File: config.mk
export PLATFORM = sky130hd
export DESIGN_NAME = ultrasound_ranger
export DESIGN_NICKNAME = d
export VERILOG_FILES = /design/src/rtl/ultrasound_pkg.sv /design/src/rtl/us_burst_gen.sv /design/src/rtl/ultrasound_ranger.sv
export SDC_FILE = /design/constraint.sdc
export NUM_CORES = 1
export LEC_CHECK = 0
export BUFFER_PORTS_ARGS = -buffer_cell sky130_fd_sc_hd__buf_2
export CAP_MARGIN = 10
export CORE_MARGIN = 1.5
export CORE_UTILIZATION = 50
export DETAILED_ROUTE_END_ITERATION = 10
export PLACE_DENSITY_LB_ADDON = 0.1
export SYNTH_ARGS = -nofsm -noshare
export SYNTH_HDL_FRONTEND = slang
export SYNTH_HIERARCHICAL = 1
export SYNTH_SLANG_ARGS = --single-unit
File: constraint.sdc
create_clock -name clk -period 2.9 [get_ports clk]
set_input_delay 0.29 -clock clk [delete_from_list [all_inputs] [get_ports clk]]
set_output_delay 0.29 -clock clk [all_outputs]
set_load 0.02 [all_outputs]
File: src/rtl/ultrasound_pkg.sv
`default_nettype none
// ============================================================================
//  Module : ultrasound_pkg
//  Brief  : Shared state encoding, default constants and counter-width helper
//           for the ultrasonic range finder.
//  Rev    : 1.0  initial release
// ============================================================================
package ultrasound_pkg;

  // Measurement sequencer states
  typedef enum logic [2:0] {
    ST_IDLE    = 3'd0,
    ST_BURST   = 3'd1,
    ST_BLANK   = 3'd2,
    ST_LISTEN  = 3'd3,
    ST_DONE    = 3'd4,
    ST_HOLDOFF = 3'd5
  } state_t;

  // Defaults for a 100 MHz system clock and a 40 kHz transducer
  localparam int c_def_half_period_cyc = 1250;
  localparam int c_def_n_pulses        = 8;
  localparam int c_def_blank_cyc       = 20000;
  localparam int c_def_cyc_per_mm      = 583;
  localparam int c_def_timeout_mm      = 4000;
  localparam int c_def_holdoff_cyc     = 6000000;
  localparam int c_def_echo_min        = 4;
  localparam int c_def_dist_w          = 14;

  // Bits needed for a counter that walks 0..n-1 (never narrower than 1)
  function automatic int cnt_w(input int n);
    return (n <= 2) ? 1 : $clog2(n);
  endfunction

endpackage : ultrasound_pkg
`default_nettype wire

File: src/rtl/us_burst_gen.sv
`default_nettype none
// ============================================================================
//  Module : us_burst_gen
//  Brief  : Complementary N-period transmit burst generator. While en is high
//           it drives tx_p high for the first half-period, then alternates;
//           done flags the final cycle of the last half-period.
//  Rev    : 1.0  initial release
// ============================================================================
module us_burst_gen
  import ultrasound_pkg::*;
#(
  parameter int HALF_PERIOD_CYC = c_def_half_period_cyc,
  parameter int N_PULSES        = c_def_n_pulses
) (
  input  logic clk,
  input  logic rst_n,
  input  logic en,
  output logic tx_p,
  output logic tx_n,
  output logic done
);

  localparam int HW = cnt_w(HALF_PERIOD_CYC);
  localparam int NW = cnt_w(2 * N_PULSES);

  localparam logic [HW-1:0] c_half_last = HW'(HALF_PERIOD_CYC - 1);
  localparam logic [NW-1:0] c_hp_last   = NW'(2 * N_PULSES - 1);

  logic [HW-1:0] r_half_cnt;
  logic [NW-1:0] r_hp_cnt;
  logic          r_phase;
  logic          w_half_wrap;

  assign w_half_wrap = (r_half_cnt == c_half_last);

  // Half-period timer and phase; held cleared whenever the burst is not enabled
  always_ff @(posedge clk) begin
    if (!rst_n || !en) begin
      r_half_cnt <= '0;
      r_hp_cnt   <= '0;
      r_phase    <= 1'b0;
    end else if (w_half_wrap) begin
      r_half_cnt <= '0;
      r_phase    <= ~r_phase;
      r_hp_cnt   <= r_hp_cnt + 1'b1;
    end else begin
      r_half_cnt <= r_half_cnt + 1'b1;
    end
  end

  // Drive is gated by en so both phases are off outside the burst
  assign tx_p = en & ~r_phase;
  assign tx_n = en &  r_phase;
  assign done = en & w_half_wrap & (r_hp_cnt == c_hp_last);

endmodule : us_burst_gen
`default_nettype wire

File: src/rtl/ultrasound_ranger.sv
`default_nettype none
// ============================================================================
//  Module : ultrasound_ranger
//  Brief  : Ultrasonic range finder. Fires a transmit burst, blanks ringdown,
//           times the filtered echo and reports distance in mm. Single-shot
//           on a start button edge or free-running in continuous mode.
//  Rev    : 1.0  initial release
// ============================================================================
module ultrasound_ranger
  import ultrasound_pkg::*;
#(
  parameter int HALF_PERIOD_CYC = c_def_half_period_cyc,
  parameter int N_PULSES        = c_def_n_pulses,
  parameter int BLANK_CYC       = c_def_blank_cyc,
  parameter int CYC_PER_MM      = c_def_cyc_per_mm,
  parameter int TIMEOUT_MM      = c_def_timeout_mm,
  parameter int HOLDOFF_CYC     = c_def_holdoff_cyc,
  parameter int ECHO_MIN        = c_def_echo_min,
  parameter int DIST_W          = c_def_dist_w
) (
  input  logic              clk,
  input  logic              rst_n,
  input  logic              start,
  input  logic              continuous,
  input  logic              echo,
  output logic              tx_p,
  output logic              tx_n,
  output logic              busy,
  output logic [DIST_W-1:0] distance_mm,
  output logic              valid,
  output logic              timeout
);

  localparam int PW = cnt_w(CYC_PER_MM);
  localparam int BW = cnt_w(BLANK_CYC);
  localparam int HW = cnt_w(HOLDOFF_CYC);
  localparam int EW = cnt_w(ECHO_MIN + 1);

  localparam logic [PW-1:0]     c_presc_last   = PW'(CYC_PER_MM - 1);
  localparam logic [BW-1:0]     c_blank_last   = BW'(BLANK_CYC - 1);
  localparam logic [HW-1:0]     c_hold_last    = HW'(HOLDOFF_CYC - 1);
  localparam logic [EW-1:0]     c_echo_min     = EW'(ECHO_MIN);
  localparam logic [EW-1:0]     c_echo_min_m1  = EW'(ECHO_MIN - 1);
  localparam logic [DIST_W-1:0] c_timeout      = DIST_W'(TIMEOUT_MM);
  localparam logic [DIST_W-1:0] c_range_max    = {DIST_W{1'b1}};

  state_t            r_state;
  logic              r_busy;
  logic              r_valid;
  logic              r_timeout;
  logic [DIST_W-1:0] r_distance_mm;
  logic [BW-1:0]     r_blank_cnt;
  logic [HW-1:0]     r_hold_cnt;

  logic              r_start_s1;
  logic              r_start_s2;
  logic              r_start_d;
  logic              w_start_rise;

  logic              r_echo_s1;
  logic              r_echo_s2;
  logic [EW-1:0]     r_echo_cnt;
  logic              r_echo_q;
  logic [EW-1:0]     w_echo_cnt_nxt;
  logic              w_echo_q_nxt;
  logic              w_echo_rise;

  logic [PW-1:0]     r_presc;
  logic [DIST_W-1:0] r_range;
  logic [PW-1:0]     w_presc_nxt;
  logic [DIST_W-1:0] w_range_nxt;
  logic              w_counting;

  logic              w_burst_en;
  logic              w_burst_done;

  // Transmit burst generator, enabled for exactly the BURST state
  assign w_burst_en = (r_state == ST_BURST);

  us_burst_gen #(
    .HALF_PERIOD_CYC (HALF_PERIOD_CYC),
    .N_PULSES        (N_PULSES)
  ) u_burst_gen (
    .clk   (clk),
    .rst_n (rst_n),
    .en    (w_burst_en),
    .tx_p  (tx_p),
    .tx_n  (tx_n),
    .done  (w_burst_done)
  );

  // Two-flop synchronisers for the async button and echo comparator, plus start edge history
  always_ff @(posedge clk) begin
    if (!rst_n) begin
      r_start_s1 <= 1'b0;
      r_start_s2 <= 1'b0;
      r_start_d  <= 1'b0;
      r_echo_s1  <= 1'b0;
      r_echo_s2  <= 1'b0;
    end else begin
      r_start_s1 <= start;
      r_start_s2 <= r_start_s1;
      r_start_d  <= r_start_s2;
      r_echo_s1  <= echo;
      r_echo_s2  <= r_echo_s1;
    end
  end

  assign w_start_rise = r_start_s2 & ~r_start_d;

  // Echo qualifier: the sample that completes ECHO_MIN consecutive highs raises echo_q
  always_comb begin
    w_echo_cnt_nxt = '0;
    w_echo_q_nxt   = 1'b0;
    if (r_echo_s2) begin
      w_echo_cnt_nxt = (r_echo_cnt == c_echo_min) ? r_echo_cnt : r_echo_cnt + 1'b1;
      w_echo_q_nxt   = (r_echo_cnt >= c_echo_min_m1);
    end
  end

  // Filter state registers
  always_ff @(posedge clk) begin
    if (!rst_n) begin
      r_echo_cnt <= '0;
      r_echo_q   <= 1'b0;
    end else begin
      r_echo_cnt <= w_echo_cnt_nxt;
      r_echo_q   <= w_echo_q_nxt;
    end
  end

  // A rise is acted on at the edge that sets echo_q, so valid lines up with echo_q
  assign w_echo_rise = w_echo_q_nxt & ~r_echo_q;

  assign w_counting = (r_state == ST_BURST) || (r_state == ST_BLANK) ||
                      (r_state == ST_LISTEN);

  // Next prescaler/range values: zero while idle so the first BURST cycle is cycle 0
  always_comb begin
    w_presc_nxt = '0;
    w_range_nxt = '0;
    if (w_counting) begin
      w_range_nxt = r_range;
      if (r_presc == c_presc_last) begin
        w_presc_nxt = '0;
        if (r_range != c_range_max) begin
          w_range_nxt = r_range + 1'b1;
        end
      end else begin
        w_presc_nxt = r_presc + 1'b1;
      end
    end
  end

  // Prescaler and saturating range counter registers
  always_ff @(posedge clk) begin
    if (!rst_n) begin
      r_presc <= '0;
      r_range <= '0;
    end else begin
      r_presc <= w_presc_nxt;
      r_range <= w_range_nxt;
    end
  end

  // Measurement sequencer with registered status outputs
  always_ff @(posedge clk) begin
    if (!rst_n) begin
      r_state       <= ST_IDLE;
      r_busy        <= 1'b0;
      r_valid       <= 1'b0;
      r_timeout     <= 1'b0;
      r_distance_mm <= '0;
      r_blank_cnt   <= '0;
      r_hold_cnt    <= '0;
    end else begin
      r_valid     <= 1'b0;
      r_timeout   <= 1'b0;
      r_blank_cnt <= '0;
      r_hold_cnt  <= '0;
      case (r_state)
        ST_IDLE: begin
          if (w_start_rise || continuous) begin
            r_state <= ST_BURST;
            r_busy  <= 1'b1;
          end
        end
        ST_BURST: begin
          if (w_burst_done) begin
            r_state <= ST_BLANK;
          end
        end
        ST_BLANK: begin
          if (r_blank_cnt == c_blank_last) begin
            r_state <= ST_LISTEN;
          end else begin
            r_blank_cnt <= r_blank_cnt + 1'b1;
          end
        end
        ST_LISTEN: begin
          // Echo takes priority over a simultaneous window expiry
          if (w_echo_rise) begin
            r_distance_mm <= w_range_nxt;
            r_valid       <= 1'b1;
            r_state       <= ST_DONE;
          end else if (w_range_nxt >= c_timeout) begin
            r_timeout <= 1'b1;
            r_state   <= ST_DONE;
          end
        end
        ST_DONE: begin
          if (continuous) begin
            r_state <= ST_HOLDOFF;
          end else begin
            r_state <= ST_IDLE;
            r_busy  <= 1'b0;
          end
        end
        ST_HOLDOFF: begin
          if (!continuous) begin
            r_state <= ST_IDLE;
            r_busy  <= 1'b0;
          end else if (r_hold_cnt == c_hold_last) begin
            r_state <= ST_BURST;
          end else begin
            r_hold_cnt <= r_hold_cnt + 1'b1;
          end
        end
        default: begin
          r_state <= ST_IDLE;
          r_busy  <= 1'b0;
        end
      endcase
    end
  end

  assign busy        = r_busy;
  assign valid       = r_valid;
  assign timeout     = r_timeout;
  assign distance_mm = r_distance_mm;

endmodule : ultrasound_ranger
`default_nettype wire
; ---- Yosys cells after proc, flatten, opt, wreduce, memory -nomap -nowiden
; Index checks and enable logic that the tools add are counted.
[word_totals]
reg_bits = 107
in_bits = 5
output_inout_bits = 19
word_cells = 99
[op_classes]
n_addsub = 7
magnitude_cmp = 2
n_eq_ne = 18
n_mux = 18
bitwise = 16
reduce_logical = 19
[op_table]
columns = op, count
row1 = two-way mux 14 bit, 3
row2 = two-way mux 3 bit, 8
row3 = "adder 23 x 1 -> 23 bit, second input constant", 1
row4 = "equality test 23 bit, second input constant", 1
row5 = case mux 3 bit (6 select lines), 1
row6 = "adder 15 x 1 -> 15 bit, second input constant", 1
row7 = "equality test 15 bit, second input constant", 1
row8 = "adder 14 x 1 -> 14 bit, second input constant", 1
row9 = ">= comparator 14 x 12 -> 1 bit, second input constant", 1
row10 = "inequality test 14 bit, second input constant", 1
row11 = OR reduction 3 bit, 4
row12 = "adder 11 x 1 -> 11 bit, second input constant", 1
row13 = "equality test 11 bit, second input constant", 1
row14 = "adder 10 x 1 -> 10 bit, second input constant", 1
row15 = "equality test 10 bit, second input constant", 1
row16 = inverter 1 bit, 10
row17 = "equality test 3 bit, second input constant", 3
row18 = bitwise AND 1 bit, 6
row19 = "equality test 3 x 2 -> 1 bit, second input constant", 2
row20 = "inequality test 2 bit, second input constant", 3
row21 = AND reduction 2 bit, 3
row22 = two-way mux 1 bit, 5
row23 = AND reduction 5 bit, 1
row24 = "adder 4 x 1 -> 4 bit, second input constant", 1
row25 = other kinds (14), 19

; ---- Logic depth before layout (Yosys ltp)
[logic_depth]
word_depth = 8
depth_mapped = 9
depth_no_buf = 8

; ---- Cells and area by module
; Netlist, hierarchy kept.
[by_module_without_submodules]
columns = module, instances, cells_each, area_each_um2, seq_area_each_um2
row1 = ultrasound_ranger, 1, 483, 4097.7, 1821.7
row2 = us_burst_gen, 1, 88, 785.8, 320.3

; ---- Worst setup path before layout
; No wires, ideal clock.
[synth_path]
path_type = register -> register
from = register r_range[0]
to = register r_state[1]
setup_time_ps = 131
arrival_ps = 2106
required_ps = 2769
setup_slack_ps = 663
path_stages_with_launch = 8
n_path_buf = 0
synth_period_minus_slack_ps = 2237
path_cell_list = dfxtp_1 ha_1 nand3_1 nor4_1 nor2_2 a221oi_1 and4_1 o32ai_1
[synth_via]
elab_chain_cells = 7
word_cells_on_any_way = 8
classes_between = 1 x add/sub / 1 x order compare / 2 x eq/ne / 3 x mux / 1 x reduce/logical
[synth_lines]
columns = element, line
row1 = "start, declared", ultrasound_ranger.sv:69  ; logic [DIST_W-1:0] r_range;
row2 = "start signal, assigned", ultrasound_ranger.sv:162  ; r_range <= w_range_nxt;
row3 = adder 14 x 1 -> 14 bit or inequality test 14 bit (tied branches), "ultrasound_ranger.sv:147, ultrasound_ranger.sv:146"
row4 = two-way mux 14 bit, ultrasound_ranger.sv:146  ; if (r_range != c_range_max) begin
row5 = two-way mux 14 bit *, ultrasound_ranger.sv:144  ; if (r_presc == c_presc_last) begin
row6 = two-way mux 14 bit *, ultrasound_ranger.sv:142  ; if (w_counting) begin
row7 = >= comparator 14 x 12 -> 1 bit *, ultrasound_ranger.sv:206  ; end else if (w_range_nxt >= c_timeout) begin
row8 = inequality test 3 x 2 -> 1 bit (no line) *, -
row9 = AND reduction 5 bit (no line) *, -
row10 = "end signal, assigned", ultrasound_ranger.sv:205  ; r_state <= ST_DONE;
row11 = "end signal, assigned", ultrasound_ranger.sv:208  ; r_state <= ST_DONE;
row12 = "end signal, assigned", ultrasound_ranger.sv:213  ; r_state <= ST_HOLDOFF;
row13 = "end, declared", ultrasound_ranger.sv:47  ; state_t r_state;
; Every way passes the cells marked *; elsewhere a longest branch is shown, timed or not.
; A chain may end at the register's enable or synchronous reset.

; ---- Worst setup path after layout
[layout_path]
from = register r_presc[4]
to = register r_state[1]
[layout_via]
elab_chain_cells = 6
[layout_lines]
columns = element, line
row1 = "start, declared", ultrasound_ranger.sv:68  ; logic [PW-1:0] r_presc;
row2 = "start signal, assigned", ultrasound_ranger.sv:161  ; r_presc <= w_presc_nxt;
row3 = equality test 10 bit, ultrasound_ranger.sv:144
row4 = two-way mux 14 bit, ultrasound_ranger.sv:144
row5 = two-way mux 14 bit, ultrasound_ranger.sv:142
row6 = >= comparator 14 x 12 -> 1 bit, ultrasound_ranger.sv:206
row7 = inequality test 3 x 2 -> 1 bit (no line), -
row8 = AND reduction 5 bit (no line), -
; Every way passes these cells.

==> summary.md <==
| Metric | Value |
|---|---|
| Final-layout setup total negative slack | 0 ps |
| Final-stage net count | approximately 610 |
| Tmin final | 2463 ps |
| Max Transition Viols Final | 0 |
| Post-synthesis cell type with the largest combined area | sky130_fd_sc_hd__dfxtp_1 |
| Layout Skew | roughly 8.0 ps |
| Final instance area | 5351 sq um |
| Synthesized-area fraction occupied by ao, oa, aoi and oai cells | 0.09403 |
| Largest buffer count on any clock path | 2 |
| Remaining global-route overflow | 0 |
| Register-to-Register Path Depth | 6 |
| Gpl congestion | between 1 and 1.5 |
| First-pass GRT wire length | approximately 16000 um |
| Post-synthesis to final-layout area growth | 9.582% |
| Detail-routed net length per standard cell | 12.91 um |
| Insertion delay to the later sink of the worst-skew pair | around 370 ps |
| Core region area | around 9400 sq um |
| Achievable clock frequency | 0.4060 GHz |
| Total Power | 2.635 mW |
| Final hold vios | 0 |
| Worst Setup End Kind | register |
| Initial antenna violation count | 0 |
| Initial core utilization | 0.5211 |
| Multiplexer area fraction after synthesis | 0.008455 |
| Chip height | 101.8 um |
| Post-Syn Nets | ~590 |
| Max-cap viol count | 0 |
| Clock tree from TritonCTS | done |
| Die ar. | 10370 sq um |
| Hold path cells | 2 |
| Measured slew at the worst slew-check pin | between 700 and 800 ps |
| Fraction of synthesized cell area taken by the top area cell type | 0.4386 |
| Maximum fanout encountered on the critical timing path | 5 |
| Via total after detailed routing | slightly below 4000 |
| Critical path required time | 3150 ps |
| Post-route ant nets | 0 |
| Count of clock tree sinks | 107 |
| Post-layout instance count excluding filler cells | 725 |
| Commonest cells post-synth | 107 x sky130_fd_sc_hd__dfxtp_1, 95 x sky130_fd_sc_hd__nor2_1, 47 x sky130_fd_sc_hd__nand2_1, 40 x sky130_fd_sc_hd__nand3_1, 30 x sky130_fd_sc_hd__xor2_1 |
| Worst hold path type | input pin to register |
| Number of antenna cells inserted | 0 |
| Type of the worst setup path | register to register |
| Cell row count | 35 |
| Fraction of registers with async set or reset after synthesis | 0 |
| Yosys reg bits | roughly 110 |
| Most common cell in the synthesized netlist | sky130_fd_sc_hd__dfxtp_1 |
| RSZ-0062 raised after global routing | no |
| Clock H-tree levels | 3 |
| Xor and xnor area share after synthesis | 0.09864 |
| Largest family of logic cells by synthesized area | simple AND/OR/NAND/NOR gates |
| Aggregate routed wire length | slightly above 9000 um |
| Number of global-route vias before repair | roughly 3600 |
| Number of distinct library cell variants in the gate-level netlist after synthesis | 55 |
| Clock buffers created by TritonCTS | 9 |
| Cell types with the largest area share after synthesis | sky130_fd_sc_hd__dfxtp_1 44%, sky130_fd_sc_hd__nor2_1 7.3%, sky130_fd_sc_hd__xor2_1 5.4% |
| Ratio of total power to cell area | approximately 500 nW/um^2 |
| Post-cts hold buffer count | 0 |
| Master cell of the clock root buffer | sky130_fd_sc_hd__clkbuf_8 |
| Share of final-layout standard cells stronger than drive strength 1 | 0.09564 |
| Clock-pin slew of the registers on the worst-case setup and hold paths | ~100 ps |
| Worst hold slack across all endpoints | 128.0 ps |
| Number of endpoints failing setup at the final stage | 0 |
| Number of iterations in the first detailed-routing pass | 5 |
| Buffers inserted during post-CTS setup optimization | 0 |
| Number of buffers inserted by port buffering | 23 |
| Run status | finished clean |
| Number of synthesis warnings | 6 |
| Die width | around 100 um |
| Maximum resistive drop on vdd | 0.0003432 V |
| All-layer global routing usage | 0.1958 |
| Placed Instance Area | 5121 sq um |
| Sequential element share of the synthesized area | 0.4386 |
| Post-Synth Adder-Cell Area | 0.02818 |
| Area fraction in and, or, nand and nor cells after synthesis | 0.3003 |
| Total half-perimeter wirelength after legalization and detailed placement | ~6700 um |
| Most used DFF post-synth | sky130_fd_sc_hd__dfxtp_1 |
| Instance count after placement with tap cells included | 710 |
| Count of boundary I/O pins | 24 |
| Final cycle utilization of the critical path | 0.8493 |
| Type of element launching the critical path | register |
| Arrival time at the worst endpoint | approximately 2700 ps |
| Number of enable-type register cells in the synthesized netlist | 0 |
| Area of the mapped netlist | 4883 sq um |
| Pin count of the biggest net entering global routing | 25 |
| Number of instances in the synthesized netlist | 571 |
| P_leak | 1.731 nW |
| Count of routing violations after the opening detailed-route iteration | 151 |
| Mean post-synth cell area | about 8.6 sq um |
| Relative slew slack | 0.5277 |
| Count of unresolved DRC violations after routing | 0 |
| Vias per std cell | between 5 and 6 |
| Number of gates resized after CTS | 0 |
==> cell families after synthesis <==
logic type	count (synthesis)
compound gates	67
buf+inv	37
mux	4
xor+xnor	55
simple gates	290
flops	107
fa+ha+maj	11
==> cell usage in the layout, fill, tap and decap left out, types with 10 or more instances in the layout <==
master / n
sky130_fd_sc_hd__and3_1: 11
sky130_fd_sc_hd__nor3_1: 13
sky130_fd_sc_hd__nand3_1: 40
sky130_fd_sc_hd__xor2_1: 30
sky130_fd_sc_hd__dfxtp_1: 107
sky130_fd_sc_hd__ha_1: 11
sky130_fd_sc_hd__a21oi_1: 20
sky130_fd_sc_hd__nand2_1: 47
sky130_fd_sc_hd__buf_2: 23
sky130_fd_sc_hd__nor4_1: 13
sky130_fd_sc_hd__inv_1: 17
sky130_fd_sc_hd__o21ai_0: 10
sky130_fd_sc_hd__nand4_1: 18
sky130_fd_sc_hd__xnor2_1: 25
sky130_fd_sc_hd__nor2_1: 95
sky130_fd_sc_hd__and2_1: 12
==> routing by layer <==
layer	vias up	GRT usage	share of wire
li1	2043	-	-
met1	1789	0.2560	0.50
met2	64	0.3174	0.45
met3	12	0.04993	0.042
met4	0	0.06533	0.012
met5	-	0	0
==> worst max-delay path, cell delays in order, from the launching register on <==
cell	delay [ps]
sky130_fd_sc_hd__dfxtp_1	350
sky130_fd_sc_hd__or4b_4	550
sky130_fd_sc_hd__nor3_1	500
sky130_fd_sc_hd__nand4_1	240
sky130_fd_sc_hd__a221oi_1	370
sky130_fd_sc_hd__and4_1	270
sky130_fd_sc_hd__o32ai_1	70
==> path summary, 6_finish.rpt <==
kind,from,endpoint,slack (ps)
worst max-delay path,r_presc[4],r_state[1],440
worst min-delay path,echo,r_echo_s1,130
worst max register to register,r_presc[4],r_state[1],440
worst min register to register,r_echo_s1,r_echo_s2,450
==> where the power goes <==
group	switching (mW)	internal [mW]
clock	0.479	0.568
sequential	0.0169	1.48
combinational	0.0593	0.0319
total	0.555	2.08
==> registers in the layout, indices dropped and copies added (netlist names), 3 cells and up <==
signal,count
r_echo_cnt,3
r_hold_cnt,23
r_state,3
u_burst_gen/r_half_cnt,11
r_range,14
r_blank_cnt,15
u_burst_gen/r_hp_cnt,4
distance_mm,14
r_presc,10
==> area by class of cell <==
class	count	area (sq um)
Sequential cell	107	2142
Tap cell	129	161.4
Fill cell	870	4020
Clock buffer	10	127.6
Clock inverter	5	102.6
Timing Repair Buffer	30	167.7
Multi-Input combinational cell	427	2586
Inverter	17	63.81
==> metrics by stage <==
stage / util / setup WS, ps
detailed placement: 0.5465 / 455.3
global route: 0.5710 / 235.5
CTS: 0.5710 / 443.3
floorplan: - / 662.7
global placement: 0.5465 / 528.3
finish: 0.5710 / 436.9
Power figures use the tool's default switching activity.
